<file path="src/rtl/average_unit.sv">
// average_unit: sliding-window averager over the last 2**LOG2N samples.
// Flags whether the newest sample lies strictly above the window average.
//
// Ports:
//   clk     in   system clock, rising edge
//   rst     in   asynchronous active-high reset, clears all state
//   x_load  in   sample strobe; x is captured when high at a rising edge
//   x       in   unsigned sample, WIDTH bits
//   y       out  registered: newest sample > avg and window full
//   avg     out  registered: floor(window sum / 2**LOG2N)
//   full    out  registered: 2**LOG2N samples loaded since reset (sticky)
module average_unit #(
    parameter int unsigned WIDTH = 4,
    parameter int unsigned LOG2N = 2
) (
    input  logic             clk,
    input  logic             rst,
    input  logic             x_load,
    input  logic [WIDTH-1:0] x,
    output logic             y,
    output logic [WIDTH-1:0] avg,
    output logic             full
);

    localparam int unsigned DEPTH = 2 ** LOG2N;
    localparam int unsigned SUMW  = WIDTH + LOG2N;
    localparam int unsigned CNTW  = LOG2N + 1;

    logic [WIDTH-1:0] r_win [DEPTH];
    logic [SUMW-1:0]  r_sum;
    logic [CNTW-1:0]  r_cnt;
    logic             r_y;
    logic [WIDTH-1:0] r_avg;
    logic             r_full;

    logic [SUMW-1:0]  w_sum_next;
    logic [WIDTH-1:0] w_avg_next;
    logic [CNTW-1:0]  w_cnt_next;
    logic             w_full_next;
    logic             w_y_next;

    // Next-state arithmetic for a load. The oldest slot reads 0 until the
    // window has filled, because reset clears every slot, so the sum never
    // underflows and never exceeds (2**WIDTH-1)*DEPTH.
    always_comb begin
        w_sum_next  = r_sum + SUMW'(x) - SUMW'(r_win[DEPTH-1]);
        w_avg_next  = WIDTH'(w_sum_next >> LOG2N);
        w_cnt_next  = (r_cnt == CNTW'(DEPTH)) ? r_cnt : r_cnt + CNTW'(1);
        w_full_next = (w_cnt_next == CNTW'(DEPTH));
        w_y_next    = w_full_next && (x > w_avg_next);
    end

    // Window shift register, running sum, fill counter and output registers.
    always_ff @(posedge clk or posedge rst) begin
        if (rst) begin
            for (int i = 0; i < int'(DEPTH); i++) begin
                r_win[i] <= '0;
            end
            r_sum  <= '0;
            r_cnt  <= '0;
            r_y    <= 1'b0;
            r_avg  <= '0;
            r_full <= 1'b0;
        end else if (x_load) begin
            for (int i = int'(DEPTH) - 1; i > 0; i--) begin
                r_win[i] <= r_win[i-1];
            end
            r_win[0] <= x;
            r_sum    <= w_sum_next;
            r_cnt    <= w_cnt_next;
            r_y      <= w_y_next;
            r_avg    <= w_avg_next;
            r_full   <= w_full_next;
        end
    end

    assign y    = r_y;
    assign avg  = r_avg;
    assign full = r_full;

endmodule

</file>
<file path="config.mk">
export PLATFORM = sky130hd
export DESIGN_NAME = average_unit
export DESIGN_NICKNAME = d
export VERILOG_FILES = /design/src/rtl/average_unit.sv
export SDC_FILE = /design/constraint.sdc
export NUM_CORES = 1
export LEC_CHECK = 0
export BUFFER_PORTS_ARGS = -buffer_cell sky130_fd_sc_hd__buf_2
export CAP_MARGIN = 20
export CORE_AREA = 2 2 58 60
export DETAILED_ROUTE_END_ITERATION = 16
export DIE_AREA = 0 0 60 62
export PLACE_DENSITY = 0.69
export SETUP_SLACK_MARGIN = 0.3
export SLEW_MARGIN = 15
export SYNTH_ARGS = -nofsm -noshare
export SYNTH_HDL_FRONTEND = slang
export SYNTH_SLANG_ARGS = --single-unit
</file>
<file path="constraint.sdc">
create_clock -name clk -period 8.39 [get_ports clk]
set_input_delay 1.678 -clock clk [delete_from_list [all_inputs] [get_ports clk]]
set_output_delay 1.678 -clock clk [all_outputs]
set_load 0.005 [all_outputs]
</file>
# Yosys cells after proc, flatten, opt, wreduce, memory -nomap -nowiden
# Index checks and enable logic that the tools add are counted.
# word_totals
output_inout_bits,6
ff_bits,31
wordCells,17
in_bits,7
# classes
mux,1
add_sub_neg,3
n_lt_le_gt_ge,1
reduce_logical,1
eq_ne,2
# ops
operator,count
$add A6 B4 Y6,1
$eq A3 B3 Y1 const B,2
$sub A6 B4 Y6,1
$gt A4 B4 Y1,1
$add A3 B1 Y3 const B,1
$mux W3,1
$logic_and A1 B1 Y1,1

# Logic depth before layout (Yosys ltp)
# depth
word_depth,4
depth_mapped,15
mapped_depth_nobuf,15

# Worst setup path after synthesis
# No wires, ideal clock.
# synth_path
kind,input-to-reg
from,input port x[1]
to,register r_y (netlist: y)
path_stages,12
path_buffers,0
t_arrival_ns,4.089
setup_slack_ns,4.224
setup_time_ns,0.078
required_time_ns,8.312
cell_sequence,inv_1 > fa_1 > inv_1 > ha_1 > a211oi_2 > o21ai_1 > xnor2_1 > xnor2_1 > ha_1 > and2_1 > a32o_1 > o2bb2ai_1
# synth_via
elab_chain_len,4
# synth_lines
element,line,rtl
"start, declared",19,"input logic [WIDTH-1:0] x,"
$add A6 B4 Y6,46,w_sum_next = r_sum + SUMW'(x) - SUMW'(r_win[DEPTH-1]);
$sub A6 B4 Y6,46,
$gt A4 B4 Y1 *,50,w_y_next = w_full_next && (x > w_avg_next);
$logic_and A1 B1 Y1 *,50,
"end signal, assigned",71,r_y <= w_y_next;
"end, declared",32,logic r_y;
# Every way passes the cells marked *; elsewhere a longest branch is shown, timed or not.
# A chain may end at the register's enable or synchronous reset.

# Worst setup path in the final report
# Same ends and word-level chain as after synthesis.

==> tab_implementation.tex <==
\begin{tabular}{lr}
\hline
Metric & Value \\
\hline
\multicolumn{2}{l}{\textbf{Detailed routing}} \\
Via density per instance & 4.92 \\
Antenna viol nets, final & 0 \\
Vias after detailed routing & 970 \\
Overall routed net length & between 2000 and 2500 µm \\
Final routed wire length divided by cell count & 12.5 µm \\
Number of violations reported at the end of detailed-routing iteration 0 & 30 \\
Initial DRT Pass Iterations & 4 \\
Remaining design rule violation count & 0 \\
\multicolumn{2}{l}{\textbf{STA}} \\
Setup TNS after final layout & 0 ps \\
Worst-margin pin slew & 663 ps \\
Worst rel slew slack & 55.8\% \\
Max Clock Skew & 4.55 ps \\
Endpoints failing setup & 0 \\
Final cycle utilization of the critical path & 49.2\% \\
Final Critical Period & 4120 ps \\
Fin. Hold Viols & 0 \\
Timing-limited maximum frequency & 0.242 GHz \\
Min Hold Slack & between 400 and 500 ps \\
Setup repair after global routing missed its margin & false \\
Final Max Tran Viols & 0 \\
\multicolumn{2}{l}{\textbf{Synthesis}} \\
Cell types with the largest area share after synthesis & dfrtp\_1 43\%, mux2\_1 12\%, ha\_1 9.7\%, inv\_1 6.0\%, fa\_1 5.1\% \\
Post-synth EDFFs & 0 \\
Cell area after technology mapping & 1560 µm² \\
Main synth FF type & dfrtp\_1 \\
Number of instances in the synthesized netlist & 142 \\
Distinct cells, synth & 32 \\
Cell type with the largest total area after synthesis & dfrtp\_1 \\
Fraction of synthesized cell area taken by the top area cell type & 43.4\% \\
Sequential area share after synthesis & a little over two fifths \\
Number of nets in the synthesized netlist & 165 \\
Synth warn & 0 \\
Seq cells post-synth & 27 \\
Average size of a mapped cell & 11.0 µm² \\
Fraction of synthesis flops using an asynchronous set or reset pin & 100\% \\
\multicolumn{2}{l}{\textbf{CTS}} \\
Clock tree from TritonCTS & done \\
H-tree depth reported by CTS & 1 \\
Source-to-sink clock delay at the later pin of the worst-skew pair & 330 ps \\
Number of gates resized after cts & 0 \\
CTS hold repair buffers & 0 \\
Root cell of the clock tree & clkbuf\_4 \\
Clock buffer depth & 2 \\
Clock-pin slew on the worst setup and hold paths & roughly 140 ps \\
Number of buffers inserted during clock tree synthesis & 3 \\
Post-CTS Setup Inserts & 0 \\
Total clock sinks & 27 \\
\multicolumn{2}{l}{\textbf{Placement}} \\
Cell count after placement & 192 \\
Number of buffers inserted by port buffering & 12 \\
Routability congestion estimate & 0.784 \\
HPWL after detailed placement & 1900 µm \\
\multicolumn{2}{l}{\textbf{Final layout}} \\
Post-layout instance count excluding filler cells & roughly 200 \\
Area delta synth->final & 7.16\% \\
Most frequent cells in the layout & 27 x dfrtp\_1, 25 x inv\_1, 16 x mux2\_1, 12 x ha\_1, 12 x buf\_2 \\
Leading cell type in the layout, fill and taps excluded & dfrtp\_1 \\
Fraction of layout cells with a size suffix above 1 & 12.6\% \\
Antenna diode instance count & 0 \\
Net count, final & 175 \\
\multicolumn{2}{l}{\textbf{Global route}} \\
Antenna violations before repair & 0 \\
Largest net degree at the start of global routing & 36 \\
Total track usage & 16.1\% \\
Wire length of the first global-routing pass & 4310 µm \\
Aggregate global routing overflow & 0 \\
Vias in the first global route & 1002 \\
\multicolumn{2}{l}{\textbf{Die}} \\
Die span in y & about 62 µm \\
Die outline area & $\sim$3700 µm² \\
CORE AREA & 3180 µm² \\
X dimension of the die & 60 µm \\
Row count & 21 \\
IO Count & 13 \\
Initial core utilization & 48.9\% \\
\multicolumn{2}{l}{\textbf{Critical path}} \\
Worst EP required & 8650 ps \\
Critical path startpoint category & input port \\
Endpoint of the worst register-to-register path & y \\
Worst Path Class, Setup & in -> reg \\
R2r startpoint & r\_win[1] \\
Worst-path fanout max & 3 \\
Critical Path Sink Type & flip-flop \\
Setup slack of the worst register-to-register path & 5380 ps \\
Cell depth of the worst flop-to-flop path & 11 \\
Worst path arrival time & 4380 ps \\
\multicolumn{2}{l}{\textbf{Power and ir drop}} \\
Cell area power density & 386 nW/µm² \\
Maximum vdd ir drop & 0.000160 V \\
Leakage dissipation & 0.808 nW \\
\multicolumn{2}{l}{\textbf{Worst hold path}} \\
Min-Delay Startpoint & r\_win[7] \\
Worst min-delay path class & reg -> reg \\
Endpoint of the worst hold-timing path & r\_win[3] \\
Hold Crit Depth & 1 \\
\multicolumn{2}{l}{\textbf{Run}} \\
Max-Cap Viols & 0 \\
\multicolumn{2}{l}{\textbf{Run status}} \\
Run status & finished, final reports clean \\
\hline
\end{tabular}
## worst max-delay path: stages
cell and delay, ps:
buf_2 110, inv_1 60, fa_1 580, inv_1 60
ha_1 320, a211oi_2 280, o21ai_1 140, xnor2_1 210
xnor2_1 150, ha_1 260, and2_1 170, a32o_1 250
o2bb2ai_1 120
## synthesized netlist by cell type (2+ instances only)
cell type / number
buf_4: 4
ha_1: 12
fa_1: 4
o21ai_1: 6
nor2_1: 2
nand2_1: 10
inv_1: 25
buf_2: 3
xnor2_1: 5
o2111ai_1: 2
a21oi_1: 5
dfrtp_1: 27
mux2_1: 16
nor2b_1: 3
## state kept, by name (all words and copies together) (netlist names)
register and cells:
r_cnt 3, y 1, full 1, r_win 16, r_sum 6
## routing by layer
metal	GRT usage, %	share of wire (%)	wire [µm]
met3	1.86	2.7	67
met1	20.4	46	1140
met5	0	0	0
met4	7.62	2.2	55
met2	27.5	49	1200
## through the flow
stage	instance area (µm²)	total power (W)	worst slack [ps]	utilization [%]
after global routing	1670	0.000723	4010	52.4
after floorplan	1560	0.000520	4220	-
final	1670	0.000644	4270	52.4
after CTS	1650	0.000650	4260	51.9
after detailed placement	1620	0.000593	3900	51.1
after global placement	1620	0.000575	3990	51.1
## cell type report
cell class,instances,area [µm²]
Inverter,25,93.8
Clock buffer,3,22.5
Tap cell,46,57.6
Multi-Input combinational cell,82,737
Clock inverter,1,5.00
Fill cell,288,1510
Timing Repair Buffer,13,75.1
Sequential cell,27,676
## cells by family after synthesis
kind of cell             Yosys count  share of synthesized area, %
buffers and inverters             33                          9.17
flip-flops                        27                          43.4
AO/OA/AOI/OAI                     25                          11.6
AND/OR/NAND/NOR                   18                          5.39
multiplexers                      17                          12.2
adder cells (fa/ha/maj)           16                          14.8
XOR/XNOR                           6                          3.38
## report_power, final
group,total (W),internal [W],switching [W]
Clock,0.0000561,0.0000179,0.0000382
Combinational,0.000393,0.000186,0.000208
Sequential,0.000194,0.000169,0.0000257
## worst max path at each step
| stage | cells past startpoint | to | startpoint |
|---|---|---|---|
| after global routing | 14 | y | x[1] |
| after CTS | 13 | y | x[1] |
| final | 13 | y | x[1] |
| after floorplan | 12 | y | x[1] |
| after detailed placement | 13 | y | x[1] |
| after global placement | 13 | y | x[1] |
(Power assumes the default switching activity.)
